File: src/rtl/serial_mem_port_pkg.sv
// Shared encodings for the serial memory port: request kinds, FSM states
// and the wait-counter sizing helper.
package serial_mem_port_pkg;

  // Request kind as presented on req_kind
  typedef enum logic [1:0] {
    KIND_READ  = 2'd0,
    KIND_WRITE = 2'd1,
    KIND_FETCH = 2'd2,
    KIND_JUMP  = 2'd3
  } kind_e;

  // Transaction FSM states
  typedef enum logic [2:0] {
    ST_IDLE  = 3'd0,
    ST_ADDR  = 3'd1,
    ST_WDATA = 3'd2,
    ST_ACK   = 3'd3,
    ST_WAIT  = 3'd4,
    ST_RDATA = 3'd5,
    ST_RESP  = 3'd6
  } state_e;

  // Wait counter width: clog2(TIMEOUT+1), at least one bit so that
  // TIMEOUT=0 (wait forever) still elaborates a legal vector.
  function automatic int wait_cnt_width(input int timeout);
    int w;
    w = $clog2(timeout + 1);
    return (w < 1) ? 1 : w;
  endfunction

endpackage

File: src/rtl/serial_mem_port_beat_shifter.sv
// Word shifter shared by the TX and RX phases of the serial port.
// Holds one word, shifts it right by IO_BITS per beat (LSB-first) while
// filling the top with the incoming beat, and counts beats within a word.
module serial_mem_port_beat_shifter #(
  parameter int IO_BITS   = 2,
  parameter int WORD_BITS = 16
) (
  input  logic                 clk,
  input  logic                 rst_n,
  input  logic                 i_load,
  input  logic [WORD_BITS-1:0] i_load_data,
  input  logic                 i_shift,
  input  logic [IO_BITS-1:0]   i_shift_in,
  output logic [IO_BITS-1:0]   o_beat,
  output logic [WORD_BITS-1:0] o_word_next,
  output logic                 o_last
);

  localparam int BEATS = WORD_BITS / IO_BITS;
  localparam int CW    = (BEATS > 1) ? $clog2(BEATS) : 1;

  logic [WORD_BITS-1:0] r_word;
  logic [CW-1:0]        r_cnt;

  // Value the word takes after one shift: drop the lowest beat, insert the
  // incoming beat at the top. After BEATS shifts the first beat in sits at
  // the LSB, which gives LSB-first reassembly for free.
  assign o_word_next = (r_word >> IO_BITS)
                     | (WORD_BITS'(i_shift_in) << (WORD_BITS - IO_BITS));
  assign o_beat      = r_word[IO_BITS-1:0];
  assign o_last      = (r_cnt == CW'(BEATS - 1));

  // Load restarts the beat count; each shift advances it and wraps on the last beat
  always_ff @(posedge clk or negedge rst_n) begin
    if (!rst_n) begin
      r_word <= '0;
      r_cnt  <= '0;
    end else if (i_load) begin
      r_word <= i_load_data;
      r_cnt  <= '0;
    end else if (i_shift) begin
      r_word <= o_word_next;
      r_cnt  <= o_last ? '0 : r_cnt + 1'b1;
    end
  end

endmodule

File: src/rtl/serial_mem_port.sv
// Pin-level transaction port: serialises CPU requests into framed
// IO_BITS-wide address/write-data beats and collects a start-marked read
// response burst from the rx pins, with an optional wait timeout.
// IO_BITS must divide WORD_BITS and lie in 1..8.
module serial_mem_port
  import serial_mem_port_pkg::*;
#(
  parameter int IO_BITS   = 2,
  parameter int WORD_BITS = 16,
  parameter int TIMEOUT   = 255
) (
  input  logic                 clk,
  input  logic                 rst_n,
  input  logic                 i_req_valid,
  output logic                 o_req_ready,
  input  logic [1:0]           i_req_kind,
  input  logic [WORD_BITS-1:0] i_req_addr,
  input  logic [WORD_BITS-1:0] i_req_wdata,
  output logic                 o_resp_valid,
  output logic                 o_resp_err,
  output logic [WORD_BITS-1:0] o_resp_data,
  output logic [IO_BITS-1:0]   o_tx_pins,
  output logic                 o_tx_frame,
  output logic                 o_tx_write,
  output logic                 o_tx_fetch,
  output logic                 o_tx_jump,
  input  logic [IO_BITS-1:0]   i_rx_pins
);

  localparam int CNT_W = wait_cnt_width(TIMEOUT);
  // Counter value seen in the final WAIT cycle before giving up
  localparam logic [CNT_W-1:0] LAST_WAIT = CNT_W'((TIMEOUT == 0) ? 0 : TIMEOUT - 1);

  state_e               r_state;
  kind_e                r_kind;
  logic [WORD_BITS-1:0] r_wdata;
  logic [IO_BITS-1:0]   r_rx_q;
  logic [CNT_W-1:0]     r_wait_cnt;

  logic [IO_BITS-1:0]   r_tx_pins;
  logic                 r_tx_frame;
  logic                 r_tx_write;
  logic                 r_tx_fetch;
  logic                 r_tx_jump;
  logic                 r_resp_valid;
  logic                 r_resp_err;
  logic [WORD_BITS-1:0] r_resp_data;

  logic                 w_sh_load;
  logic [WORD_BITS-1:0] w_sh_load_data;
  logic                 w_sh_shift;
  logic [IO_BITS-1:0]   w_sh_shift_in;
  logic [IO_BITS-1:0]   w_sh_beat;
  logic [WORD_BITS-1:0] w_sh_word_next;
  logic                 w_sh_last;

  assign o_req_ready  = (r_state == ST_IDLE);
  assign o_tx_pins    = r_tx_pins;
  assign o_tx_frame   = r_tx_frame;
  assign o_tx_write   = r_tx_write;
  assign o_tx_fetch   = r_tx_fetch;
  assign o_tx_jump    = r_tx_jump;
  assign o_resp_valid = r_resp_valid;
  assign o_resp_err   = r_resp_err;
  assign o_resp_data  = r_resp_data;

  // One shifter serves both directions because TX and RX phases never overlap
  serial_mem_port_beat_shifter #(
    .IO_BITS   (IO_BITS),
    .WORD_BITS (WORD_BITS)
  ) u_beat_shifter (
    .clk         (clk),
    .rst_n       (rst_n),
    .i_load      (w_sh_load),
    .i_load_data (w_sh_load_data),
    .i_shift     (w_sh_shift),
    .i_shift_in  (w_sh_shift_in),
    .o_beat      (w_sh_beat),
    .o_word_next (w_sh_word_next),
    .o_last      (w_sh_last)
  );

  // Register the rx pins; the FSM only ever looks at this registered copy
  always_ff @(posedge clk or negedge rst_n) begin
    if (!rst_n) begin
      r_rx_q <= '0;
    end else begin
      r_rx_q <= i_rx_pins;
    end
  end

  // Shifter control. Beat 0 of a word goes straight to the pin register,
  // so the shifter is loaded pre-shifted by one beat: its LSB beat is then
  // always the next beat to drive.
  always_comb begin
    w_sh_load      = 1'b0;
    w_sh_load_data = '0;
    w_sh_shift     = 1'b0;
    w_sh_shift_in  = '0;
    case (r_state)
      ST_IDLE: begin
        if (i_req_valid) begin
          w_sh_load      = 1'b1;
          w_sh_load_data = i_req_addr >> IO_BITS;
        end
      end
      ST_ADDR: begin
        if (w_sh_last) begin
          // Write data follows for WRITE; reads get an empty word and a
          // fresh beat count ready for the response burst.
          w_sh_load      = 1'b1;
          w_sh_load_data = (r_kind == KIND_WRITE) ? (r_wdata >> IO_BITS) : '0;
        end else begin
          w_sh_shift = 1'b1;
        end
      end
      ST_WDATA: begin
        w_sh_shift = !w_sh_last;
      end
      ST_RDATA: begin
        w_sh_shift    = 1'b1;
        w_sh_shift_in = r_rx_q;
      end
      default: begin
      end
    endcase
  end

  // Transaction FSM with registered pin and response outputs
  always_ff @(posedge clk or negedge rst_n) begin
    if (!rst_n) begin
      r_state      <= ST_IDLE;
      r_kind       <= KIND_READ;
      r_wdata      <= '0;
      r_wait_cnt   <= '0;
      r_tx_pins    <= '0;
      r_tx_frame   <= 1'b0;
      r_tx_write   <= 1'b0;
      r_tx_fetch   <= 1'b0;
      r_tx_jump    <= 1'b0;
      r_resp_valid <= 1'b0;
      r_resp_err   <= 1'b0;
      r_resp_data  <= '0;
    end else begin
      case (r_state)
        ST_IDLE: begin
          if (i_req_valid) begin
            r_kind     <= kind_e'(i_req_kind);
            r_wdata    <= i_req_wdata;
            r_tx_pins  <= i_req_addr[IO_BITS-1:0];
            r_tx_frame <= 1'b1;
            r_tx_write <= (i_req_kind == KIND_WRITE);
            r_tx_fetch <= (i_req_kind == KIND_FETCH);
            r_tx_jump  <= (i_req_kind == KIND_JUMP);
            r_state    <= ST_ADDR;
          end
        end

        ST_ADDR: begin
          if (w_sh_last) begin
            if (r_kind == KIND_WRITE) begin
              r_tx_pins <= r_wdata[IO_BITS-1:0];
              r_state   <= ST_WDATA;
            end else begin
              // Frame ends; the kind flags drop with it
              r_tx_pins  <= '0;
              r_tx_frame <= 1'b0;
              r_tx_fetch <= 1'b0;
              r_tx_jump  <= 1'b0;
              r_wait_cnt <= '0;
              r_state    <= ST_WAIT;
            end
          end else begin
            r_tx_pins <= w_sh_beat;
          end
        end

        ST_WDATA: begin
          if (w_sh_last) begin
            r_tx_pins    <= '0;
            r_tx_frame   <= 1'b0;
            r_tx_write   <= 1'b0;
            r_resp_valid <= 1'b1;
            r_resp_err   <= 1'b0;
            r_resp_data  <= '0;
            r_state      <= ST_ACK;
          end else begin
            r_tx_pins <= w_sh_beat;
          end
        end

        ST_ACK: begin
          r_resp_valid <= 1'b0;
          r_state      <= ST_IDLE;
        end

        ST_WAIT: begin
          // A start beat wins over a timeout landing in the same cycle
          if (r_rx_q[0]) begin
            r_state <= ST_RDATA;
          end else if (TIMEOUT != 0) begin
            if (r_wait_cnt == LAST_WAIT) begin
              r_resp_valid <= 1'b1;
              r_resp_err   <= 1'b1;
              r_resp_data  <= '0;
              r_state      <= ST_RESP;
            end else begin
              r_wait_cnt <= r_wait_cnt + 1'b1;
            end
          end
        end

        ST_RDATA: begin
          if (w_sh_last) begin
            r_resp_valid <= 1'b1;
            r_resp_err   <= 1'b0;
            r_resp_data  <= w_sh_word_next;
            r_state      <= ST_RESP;
          end
        end

        ST_RESP: begin
          r_resp_valid <= 1'b0;
          r_resp_err   <= 1'b0;
          r_resp_data  <= '0;
          r_state      <= ST_IDLE;
        end

        default: begin
          r_state <= ST_IDLE;
        end
      endcase
    end
  end

endmodule

File: config.mk
export PLATFORM = sky130hd
export DESIGN_NAME = serial_mem_port
export DESIGN_NICKNAME = d
export VERILOG_FILES = /design/src/rtl/serial_mem_port_pkg.sv /design/src/rtl/serial_mem_port_beat_shifter.sv /design/src/rtl/serial_mem_port.sv
export SDC_FILE = /design/constraint.sdc
export NUM_CORES = 1
export LEC_CHECK = 0
export CORE_MARGIN = 5
export CORE_UTILIZATION = 57
export DETAILED_ROUTE_END_ITERATION = 16
export HOLD_SLACK_MARGIN = 0.03
export PLACE_DENSITY = 0.91
export SYNTH_ARGS = -nofsm -noshare
export SYNTH_HDL_FRONTEND = slang
export SYNTH_SLANG_ARGS = --single-unit
File: constraint.sdc
create_clock -name clk -period 4.08 [get_ports clk]
set_input_delay 0.816 -clock clk [delete_from_list [all_inputs] [get_ports clk]]
set_output_delay 0.816 -clock clk [all_outputs]
set_load 0.005 [all_outputs]
* After elaboration in Yosys (flattened, before gate mapping)
Cells that the tools add are included.
Word-level totals: ROM bits 0, output and inout bits 25, memory bits (writable) 0, memories 0, word-level logic and storage cells 116, bits in latches 0, register bits after elaboration 74, input bits 39
Operators by class: add/sub/neg operators 2, shift-type cells 0, magnitude comparators 0, reduce and logical (&&, ||, !) cells 22, div/mod/pow operators 0, multipliers 0, mux-type cells 54, bitwise gates (word level) 1, equal/unequal tests 22
Operators by type and width (count):
- $mux W16 | 6
- $pmux W16 S4 | 1
- $mux W14 | 3
- $mux W8 | 4
- $mux W3 | 10
- $pmux W14 S2 | 1
- $reduce_and A5 Y1 | 4
- $or A14 B16 Y16 | 1
- $pmux W8 S2 | 1
- $pmux W3 S5 | 1
- $mux W1 | 13
- $eq A3 B3 Y1 const B | 4
- $pmux W1 S3 | 4
- $reduce_and A4 Y1 | 3
- $mux W2 | 5
- $ne A2 B2 Y1 const B | 5
- $reduce_bool A3 Y1 | 3
- $add A8 B1 Y8 const B | 1
- $eq A8 B8 Y1 const B | 1
- $ne A2 B1 Y1 const B | 4
- $pmux W1 S2 | 4
- $reduce_bool A2 Y1 | 4
- $eq A3 B2 Y1 const B | 2
- $pmux W2 S3 | 1
- other kinds (11) | 15

* Longest topological paths before layout
word-level depth 5, gate-level depth with buffers 10, depth with buffers taken out 7

* Modules after synthesis
A second synthesis with hierarchy kept.
Second synthesis, totals: cell total of the unflattened synthesis 389, area, all modules 3806.2 um^2
By module, submodules not included:
- serial_mem_port | cells an instance 306, area an instance 2895.3 um^2, sequential area each 1376.3 um^2, times used 1
- serial_mem_port_beat_shifter | cells an instance 83, area an instance 910.9 um^2, sequential area each 475.5 um^2, times used 1

* Worst setup path before layout
OpenSTA, ideal clock, no wires.
kind flip-flop to flip-flop, from register u_beat_shifter.r_cnt[0], to register u_beat_shifter.r_word[2], period minus slack after synthesis 2123 ps, path buffers 3, arrival 1995 ps, required time 3952 ps, slack 1957 ps, stages on the path, launching flop included 11, setup time 128 ps, cell sequence dfrtp_1 ha_1 ha_1 nand2_1 a21o_1 buf_4 or3b_1 buf_2 buf_4 nor2_1 a31oi_1
Between the ends: word-level cells in the longest chain between the ends 4, elaborated cells on any way between the ends 10, those cells by class eq/ne (1); mux (7); reduce/logical (2)
Ends and longest elaborated chain:
- start: declaration | RTL line serial_mem_port_beat_shifter.sv:23 | logic [CW-1:0] r_cnt;
- start signal: assignment | RTL line serial_mem_port_beat_shifter.sv:43 | r_cnt <= o_last ? '0 : r_cnt + 1'b1;
- $eq A3 B3 Y1 (*) | RTL line serial_mem_port_beat_shifter.sv:31 | assign o_last = (r_cnt == CW'(BEATS - 1));
- $mux W1 (tied with other cells) | RTL line serial_mem_port.sv:108 | if (w_sh_last) begin
- $pmux W1 S3 (tied with other cells) | RTL line serial_mem_port.sv:100 | case (r_state)
- $reduce_bool A2 Y1 (no line) or $mux W16 (tied branches)
- end signal: assignment | RTL line serial_mem_port_beat_shifter.sv:39 | r_word <= i_load_data;
- end signal: assignment | RTL line serial_mem_port_beat_shifter.sv:42 | r_word <= o_word_next;
- end: declaration | RTL line serial_mem_port_beat_shifter.sv:22 | logic [WORD_BITS-1:0] r_word;
Mark *: on every way between the ends. The rest lies on a longest branch, timed or not. A chain may end at the register's enable or synchronous reset.

* Worst setup path after layout
from register u_beat_shifter.r_cnt[0], to register u_beat_shifter.r_cnt[0]
Between the ends: word-level cells in the longest chain between the ends 4, elaborated cells on any way between the ends 11, those cells by class add/sub (1); eq/ne (1); mux (7); reduce/logical (2)
Ends and longest elaborated chain:
- $add A3 B1 Y3 or $eq A3 B3 Y1 (tied branches) | RTL line serial_mem_port_beat_shifter.sv:43, serial_mem_port_beat_shifter.sv:31
- $mux W3 (tied with other cells) | RTL line serial_mem_port_beat_shifter.sv:43
- $mux W3 (tied with other cells) | RTL line serial_mem_port_beat_shifter.sv:41 | end else if (i_shift) begin
- $mux W3 or $reduce_bool A2 Y1 (tied branches)
Parallel ways exist; a longest one is shown, timed or not. The select of a mux whose other input is x is not followed.

==> impl_metrics.tcl <==
set metrics [dict create \
    cts-hold-fix-buffers 0 \
    powerDensity_mw_per_mm2 703 \
    final_nets 489 \
    synth-edff-count 0 \
    wl_per_cell_um 16.4 \
    crit_path_max_incr_delay_ns 0.86 \
    track_usage_pct 23.3 \
    synthCells 393 \
    clock_skew_ns 0.00652 \
    maxCapViolCount 0 \
    hpwl_um 6040 \
    worstSkewPairLatency_ns 0.34 \
    grt_pass1_wl_um 14200 \
    num_rows 28 \
    post_cts_resized 0 \
    synth.cell_area_mm2 0.00358 \
    core_mm2 0.00603 \
    n_antenna_cell 0 \
    worstPathMaxFanout 31 \
    clkPwrFrac_pct 16.2 \
    post_cts_buffers 0 \
    drc 0 \
    clkSinkCount 74 \
    antenna_found_initial 0 \
    avgSynthCellArea_um2 9.11 \
    globalplace.congestion 0.797 \
    final_cell_mix "90 x nand2_1, 74 x dfrtp_1, 62 x clkdlybuf4s50_1" \
    combPwrFrac_pct 41.3 \
    p_leak_nw 1.91 \
    path_class "flip-flop to flip-flop" \
    reg2reg_slack_ns 0.76 \
    vias 3115 \
    die-area_mm2 0.00797 \
    synth-seq-area-share_pct 51.7 \
    cp.required_ns 4.36 \
    setup_viol 0 \
    p_sw_share_pct 39.9 \
    worst_setup_path_end_kind "flip-flop" \
    hold_path_class "input pin to asynchronous set/reset pin" \
    grt_max_degree 51 \
    synth-async-reset-ratio_pct 100 \
    h-tree-depth 3 \
    drt-initial-drc-count 221 \
    seqPwrFrac_pct 42.4 \
    drt-total-wl_um 8610 \
    tns_ns 0 \
    antenna_left 0 \
    initial_utilization_pct 59.4 \
    nFillCells 445 \
    slew_violations 0 \
    yosysWarnings 0 \
    clkTransAtPathRegs_ns 0.07 \
    crit_slowest_cell "or3b_1" \
    io_buffers 63 \
    clk_path_buf_depth 2 \
    grt_pass1_vias 2962 \
    slew_headroom_pct 33.8 \
    ys_seq_elements 74 \
    cts_inserted_buffers 9 \
    root_buffer "clkbuf_8" \
    first_pass_iters 5 \
    pin_count 64 \
    status "completed" \
    cts_tree "built" \
    gr-total-overflow 0 \
    hold_violations 0 \
    finalCriticalPeriod_ns 3.32 \
    p_switching_mw 1.22 \
    synthFlopType "dfrtp_1" \
    fin_crit_sh_pct 81.3 \
    start_kind "flip-flop" \
    synth_nets 437 \
    yosysUniqueCellTypes 46 \
    worstPathArrival_ns 3.60 \
    viasPerCell 5.94 \
    peakVddDrop_mv 0.427 \
    fp.dieH_um 89.3 \
    grt_setup_unrepaired "false" \
    area_delta_synth_final_pct 21.7 \
    intPower_mw 1.84 \
    layout_commonest_cell "nand2_1" \
    placed_cells 509 \
    drive_gt1_share_pct 6.01 \
    tightestPinTransition_ns 0.987 \
    fmax_mhz 301 \
    crit_chain "ha_1, ha_1, nand2_1, a21o_1, or3b_1, nor4bb_1, a21o_1" \
    finalNonFillerCells 524 \
    die_w_um 89.3 \
]
[path summary, 6_finish.rpt]
kind / start / endpoint / depth (start not counted)
worst max-delay path: u_beat_shifter.r_cnt[0] / u_beat_shifter.r_cnt[0] / 7
worst min-delay path: rst_n / r_wait_cnt[2] / 1
worst max register to register: u_beat_shifter.r_cnt[0] / u_beat_shifter.r_cnt[0] / 7
worst min register to register: r_wdata[3] / r_wdata[3] / 2
max in group asynchronous: rst_n / r_rx_q[0] / 2
min in group clk: r_wdata[3] / r_wdata[3] / 2
[sequential cells by signal, indices dropped and copies added, names as in the netlist, 2 cells and up]
name	flops
r_wdata	16
r_state	3
o_tx_pins	2
o_resp_data	16
r_rx_q	2
u_beat_shifter.r_cnt	3
u_beat_shifter.r_word	16
r_kind	2
r_wait_cnt	8
[layer usage]
layer / part of all wire [%] / global-route usage (%)
met5: 0 / 0
met4: 2.2 / 9.61
met3: 7.1 / 4.24
met2: 48 / 37.1
met1: 42 / 31.7
[power by group through the flow]
| stage | Clock (mW) | Sequential [mW] | Combinational, mW |
|---|---|---|---|
| detailed placement | 0 | 1.30 | 1.24 |
| CTS | 0.503 | 1.29 | 1.27 |
| global route | 0.533 | 1.34 | 1.43 |
| global placement | 0 | 1.28 | 1.17 |
| floorplan | 0 | 1.18 | 0.974 |
| finish | 0.498 | 1.30 | 1.27 |
[cell families (layout without fill, tap and decap cells)]
kind of cell	count (synthesis)	after routing	synth area share (%)
and+or+nand+nor	171	171	22.2
DFF	74	74	51.7
AOI/OAI and AO/OA	96	96	17.8
adders and majority gates	5	5	1.75
buffers and inverters	45	101	5.97
muxes	2	2	0.559
[synth_stat cells, types with 4 or more instances]
cell       n  share of area, %
nand4_1   18               3.1
ha_1       5               1.7
nand2_1   90               9.4
o31ai_1    4              0.84
o21ai_0   29               4.1
nor3_1     5              0.70
clkbuf_1  15               1.6
nand3_1    5              0.70
buf_6      4               1.3
dfrtp_1   74                52
a21oi_1   10               1.4
inv_1     19               2.0
nor2b_1    6               1.0
nand2b_1   5              0.87
nor2_1    27               2.8
a22oi_1   15               3.1
a31oi_1   18               3.1
[worst max-delay path: cells and delay by family, from the launching register on]
| kind | cells | cell delay, ns |
|---|---|---|
| DFF | 1 | 0.37 |
| adders and majority gates | 2 | 0.82 |
| AOI/OAI and AO/OA | 2 | 0.56 |
| and+or+nand+nor | 3 | 1.50 |
[final cells by class]
cell class	count	area, um2	share of cell area (%)
flip-flops and latches	74	1850	42.5
multi-input cells	274	1520	34.8
repair buffers	67	656	15.0
clock buffers	12	155	3.56
well taps	75	93.8	2.15
inverters	19	71.3	1.64
clock inverters	3	15.0	0.344
[stage by stage]
| stage | hold WS, ns | util, % | setup WS, ns | power [mW] | area (um2) |
|---|---|---|---|---|---|
| final | 0.470 | 72.3 | 0.763 | 3.06 | 4360 |
| after global routing | 0.506 | 72.3 | 0.493 | 3.29 | 4360 |
| after CTS | 0.477 | 72.3 | 0.802 | 3.06 | 4360 |
| after detailed placement | 0.467 | 69.5 | 0.859 | 2.54 | 4190 |
| after global placement | 0.454 | 69.5 | 0.937 | 2.45 | 4190 |
| after floorplan | 0.443 | - | 1.96 | 2.16 | 3580 |
Note: power is estimated with default switching activity, not from simulation.
